$ cat src/rtl/seq_detector_param.sv
// Parametrised serial pattern detector with built-in sample-tick divider and saturating match counter.
// Optional sticky match flag b_hold is enabled by defining SEQ_DET_STICKY_EN.
module seq_detector_param #(
    parameter int unsigned        PAT_LEN = 4,
    parameter logic [PAT_LEN-1:0] PATTERN = 4'b1101,
    parameter int unsigned        DIV     = 4,
    parameter bit                 OVERLAP = 1'b1,
    parameter int unsigned        CNT_W   = 8
) (
    input  logic               clk,
    input  logic               rst,
    input  logic               seq,
    input  logic               pat_ld,
    input  logic [PAT_LEN-1:0] pat_in,
    output logic               tick,
    output logic               b,
    output logic [CNT_W-1:0]   match_cnt
`ifdef SEQ_DET_STICKY_EN
    ,
    output logic               b_hold
`endif
);

    localparam int unsigned DIV_W  = (DIV > 1) ? $clog2(DIV) : 1;
    localparam int unsigned FILL_W = $clog2(PAT_LEN + 1);
    localparam logic [DIV_W-1:0]  DIV_LAST  = DIV_W'(DIV - 1);
    localparam logic [FILL_W-1:0] FILL_FULL = FILL_W'(PAT_LEN);
    localparam logic [CNT_W-1:0]  CNT_MAX   = {CNT_W{1'b1}};

    logic [DIV_W-1:0]   div_cnt, div_cnt_n;
    // Only the newest PAT_LEN-1 samples are stored; the window is completed by the current seq.
    logic [PAT_LEN-2:0] shreg, shreg_n;
    logic [PAT_LEN-1:0] shreg_s;
    logic [PAT_LEN-1:0] pat_reg, pat_n;
    logic [FILL_W-1:0]  fill, fill_n, fill_s;
    logic [CNT_W-1:0]   cnt_n;
    logic               tick_n, b_n, hit;
`ifdef SEQ_DET_STICKY_EN
    logic               hold_n;
`endif

    // Next-state logic for divider, sample window, match pulse and counter.
    always_comb begin
        div_cnt_n = (div_cnt == DIV_LAST) ? '0 : div_cnt + DIV_W'(1);
        tick_n    = (div_cnt == DIV_LAST);
        shreg_s   = {shreg, seq};
        fill_s    = (fill == FILL_FULL) ? fill : fill + FILL_W'(1);
        hit       = tick && !pat_ld && (fill_s == FILL_FULL) && (shreg_s == pat_reg);
        shreg_n   = shreg;
        fill_n    = fill;
        pat_n     = pat_reg;
        b_n       = 1'b0;
        cnt_n     = match_cnt;
`ifdef SEQ_DET_STICKY_EN
        hold_n    = b_hold | b;
`endif
        if (pat_ld) begin
            // A coincident tick is dropped; a b already on the output is left uncounted.
            pat_n   = pat_in;
            shreg_n = '0;
            fill_n  = '0;
            cnt_n   = '0;
`ifdef SEQ_DET_STICKY_EN
            hold_n  = 1'b0;
`endif
        end else begin
            if (tick) begin
                shreg_n = shreg_s[PAT_LEN-2:0];
                fill_n  = (hit && !OVERLAP) ? '0 : fill_s;
            end
            b_n = hit;
            if (b && (match_cnt != CNT_MAX)) begin
                cnt_n = match_cnt + CNT_W'(1);
            end
        end
    end

    // State and output registers.
    always_ff @(posedge clk or posedge rst) begin
        if (rst) begin
            div_cnt   <= '0;
            tick      <= 1'b0;
            shreg     <= '0;
            fill      <= '0;
            pat_reg   <= PATTERN;
            b         <= 1'b0;
            match_cnt <= '0;
`ifdef SEQ_DET_STICKY_EN
            b_hold    <= 1'b0;
`endif
        end else begin
            div_cnt   <= div_cnt_n;
            tick      <= tick_n;
            shreg     <= shreg_n;
            fill      <= fill_n;
            pat_reg   <= pat_n;
            b         <= b_n;
            match_cnt <= cnt_n;
`ifdef SEQ_DET_STICKY_EN
            b_hold    <= hold_n;
`endif
        end
    end

endmodule

$ cat config.mk
export PLATFORM = sky130hd
export DESIGN_NAME = seq_detector_param
export DESIGN_NICKNAME = d
export VERILOG_FILES = /design/src/rtl/seq_detector_param.sv
export SDC_FILE = /design/constraint.sdc
export NUM_CORES = 1
export LEC_CHECK = 0
export BUFFER_PORTS_ARGS = -buffer_cell sky130_fd_sc_hd__clkbuf_2
export CORE_MARGIN = 8
export CORE_UTILIZATION = 40
export DETAILED_ROUTE_END_ITERATION = 7
export GPL_ROUTABILITY_DRIVEN = 0
export PLACE_DENSITY_LB_ADDON = 0.25
export SLEW_MARGIN = 20
export SYNTH_ARGS = -nofsm -noshare
export SYNTH_HDL_FRONTEND = slang
export SYNTH_SLANG_ARGS = --single-unit
$ cat constraint.sdc
create_clock -name clk -period 1.8 [get_ports clk]
set_input_delay 0.45 -clock clk [delete_from_list [all_inputs] [get_ports clk]]
set_output_delay 0.45 -clock clk [all_outputs]
set_load 0.02 [all_outputs]
Yosys cells after proc, flatten, opt, wreduce, memory -nomap -nowiden:

Cells that the tools add are included.

* register bits: 22
* word-level logic and storage cells: 31

* mux-type cells: 9
* equality and inequality tests: 5
* add/subtract/negate cells: 3
* reduce and logical (&&, ||, !) cells: 7

Operators by type and width (count)
* $mux W8: 2
* $mux W3: 5
* $add A8 B1 Y8 const B: 1
* $ne A8 B8 Y1 const B: 1
* $eq A3 B3 Y1 const B: 2
* $eq A4 B4 Y1: 1
* $logic_and A1 B1 Y1: 4
* $reduce_bool A2 Y1: 2
* $add A3 B1 Y3 const B: 1
* $add A2 B1 Y2 const B: 1
* $eq A2 B2 Y1 const B: 1
* $mux W2: 1
* $logic_not A1 Y1: 1
* $mux W1: 1

Logic depth before layout (Yosys ltp):

* depth in word-level cells: 6
* depth in mapped cells: 5

Worst setup path after synthesis:

No wires, ideal clock.

* path type: register to register
* start: register match_cnt[0]
* end: register match_cnt[0]
* period minus slack after synthesis: 1.577 ns
* setup slack: 0.223 ns
* stages on the path, launching flop included: 6
* buffers on the path: 1
* arrival time: 1.452 ns
* data required time: 1.675 ns
* path through: dfrtp_1 ha_1 and4_1 buf_4 a21boi_4 mux2_4

* longest elaborated chain between the ends: 3

Ends and longest elaborated chain
* from (decl): RTL line 17 `output logic [CNT_W-1:0] match_cnt`
* from (signal assigned): RTL line 98 `match_cnt <= cnt_n;`
* $add A8 B1 Y8 or $ne A8 B8 Y1 (tied branches): RTL line 73, 72
* $mux W8 or $logic_and A1 B1 Y1 (tied branches): RTL line 72 `if (b && (match_cnt != CNT_MAX)) begin`
* $mux W8 or $reduce_bool A2 Y1 (tied branches)

Several ways; a longest one is shown, not always the timed one. The select of a mux whose other input is x is not followed.
A chain may end at the register's enable or synchronous reset.

Worst setup path after layout:

* start: register tick
* end: output port tick

RTL lines
* from (decl): RTL line 15 `output logic tick,`
* from (signal assigned): RTL line 93 `tick <= tick_n;`

No word-level cell between the ends.

==> metrics.yaml <==
grt:
  grt_usage: 0.102
  antenna_found_initial: 0
  gr-total-overflow: 0
  grt_pass1_wl_mm: 3.74
  first_global_vias: 837
  grt_max_degree: 23
worst_setup_path:
  cpPeakStageDelay_ns: 0.57
  critical_path_buf_inv_count: 1
  crit_family: "flip-flops"
  path_depth: 1
  r2r-start: "match_cnt[0]$_DFFE_PP0P_"
  crit_required_ns: 1.35
  critPathLaunch: "tick$_DFF_PP0_"
  cp-start-kind: "register"
  path_cells: "clkbuf_2"
  r2r_cells: 4
  cp_max_fo: 9
  end_kind: "output port"
  crit_arrival_ns: 1.11
  critPathSlowestCell: "dfrtp_1"
  crit_type: "register to output port"
synthesis:
  syn_inst: 98
  ys_seq_area_frac: 0.498
  synth-edff-count: 0
  synth-async-reset-ratio: 1.00
  yosys.area.top_type: "dfrtp_1"
  syn_area_per_cell_um2: 11.4
  ys_seq_elements: 22
  synth_top_cell_area_share: 0.427
  synth_common_cells: "dfrtp_1 (19), nor2_1 (8), a21oi_1 (5), mux2i_1 (5), xnor2_1 (5)"
  synthDistinctLibCells: 35
  synthFlopType: "dfrtp_1"
  synth_most_common_cell: "dfrtp_1"
  syn-num-nets: 110
  ys_warn_count: 0
  synthesis.area_um2: 1110
  synthTopCellsByArea: "dfrtp_1 (43%), dfstp_2 (7.1%), ha_1 (4.5%), mux2i_1 (4.5%), mux2_2 (4.0%)"
clocking:
  tritoncts: "done"
  cts_buffers: 3
  numClockSinks: 22
  holdBufCountCts: 0
  htreeDepth: 1
  post-cts-setup-buffers: 0
  clock_latency_ns: 0.30
  cts_resized: 0
  clock_path_buffers: 2
  clkTransAtPathRegs_ns: 0.12
  cts-root-buf: "clkbuf_4"
final_layout:
  fin_util: 0.461
  nFillCells: 270
  design.final.nets: 129
  drive_gt1_frac: 0.276
  stdcell_area_um2: 1250
  diodes: 0
  area_growth_pct: 12.3
  largest_reg_flops: 8
power:
  leakage_nw: 0.559
  irDropWorstVdd_uv: 428
  p_per_area_nw_per_um2: 643
drt:
  drt_wl_total_mm: 2.05
  vias: 809
  wl_met1_um: 908
  drtPass1Iterations: 4
  routed.top_layer: "met4"
  viasPerCell: 5.50
  wl_met2_mm: 1.00
  ant_nets: 0
  met3WireLength_um: 119
  wire_per_inst_um: 13.9
  detail_route.iter0.violations: 68
  drc: 0
timing:
  setup_viol: 0
  timing.fmax_mhz: 639
  slew_headroom: 0.693
  hold_violations: 0
  fin_crit_sh: 0.869
  slew_violations: 0
  rsz0062_at_grt: "no"
  min_period_ns: 1.56
  setup_tns_ns: 0
  tightestPinTransition_ns: 0.460
  fin_skew_ns: 0.00712
die:
  fp.dieH_um: 68.7
  dieArea_um2: 4720
  boundaryPins: 18
  rows: 19
  initial_core_util: 0.410
  coreArea_um2: 2710
  die_w_um: 68.7
min_path:
  hold_path_class: "primary input to asynchronous set/reset pin"
placed_design:
  postPlaceCellArea_um2: 1220
  place_hpwl_mm: 1.56
  portBuffers: 17
outcome:
  status: "complete, no violations"
run:
  cap_violations: 0
## stage by stage
stage / setup WS, ns / std cells / power [mW] / hold slack (ns)
global placement: 0.326 / 143 / 0.591 / 0.415
global route: 0.171 / 147 / 0.850 / 0.157
detailed placement: 0.280 / 143 / 0.592 / 0.424
CTS: 0.206 / 147 / 0.817 / 0.145
finish: 0.236 / 147 / 0.803 / 0.146
floorplan: 0.223 / 98 / 0.573 / 0.403
## cell families (layout without fill, tap and decap cells)
logic type | count (synthesis) | in the layout | synth area share
mux | 10 | 10 | 0.0990
fa+ha+maj | 4 | 4 | 0.0450
flops | 22 | 22 | 0.498
compound gates | 16 | 16 | 0.106
xor+xnor | 5 | 5 | 0.0394
buf+inv | 7 | 25 | 0.0292
simple gates | 34 | 34 | 0.183
## worst min-delay path, delay by kind of cell
family,cells,cell delay [ns]
buffers and inverters,3,0.39
## power breakdown
| part | internal, mW | switching (mW) | total (mW) | leakage, nW |
|---|---|---|---|---|
| Sequential | 0.511 | 0.00985 | 0.521 | 0.287 |
| Clock | 0.0862 | 0.135 | 0.221 | 0.0150 |
| Combinational | 0.0300 | 0.0302 | 0.0602 | 0.256 |
| Total | 0.627 | 0.175 | 0.803 | 0.559 |
## worst paths after layout
path                                       endpoint  slack, ns
min                          pat_reg[1]$_DFFE_PP0P_       0.15
max                                            tick       0.24
max reg2reg                match_cnt[0]$_DFFE_PP0P_       0.26
min reg2reg                    div_cnt[0]$_DFF_PP0_       0.44
max in group asynchronous    pat_reg[3]$_DFFE_PP1P_       1.38
min in group clk             pat_reg[1]$_DFFE_PP0P_       0.38
## per-layer routing
metal	vias up	GRT usage
met3	2	0.0242
met2	19	0.180
li1	389	-
met4	0	0.0401
met1	399	0.117
met5	-	0
## cell type report
cell class	instances	area, um^2	share of cell area
flip-flops and latches	22	554	0.444
multi-input cells	69	526	0.421
repair buffers	18	92.6	0.0741
well taps	31	38.8	0.0311
clock buffers	4	26.3	0.0210
inverters	3	11.3	0.00902
## cell usage in the layout, fill, tap and decap left out, drive strengths merged, types with 3 or more instances in the layout
| master | n |
|---|---|
| nor2b | 4 |
| mux2 | 5 |
| nor2 | 8 |
| ha | 4 |
| and4 | 4 |
| a211oi | 4 |
| nor3 | 3 |
| inv | 3 |
| clkbuf | 21 |
| a21oi | 5 |
| dfrtp | 19 |
| mux2i | 5 |
| dfstp | 3 |
| xnor2 | 5 |
No activity file was read; power rests on OpenSTA's default activity.
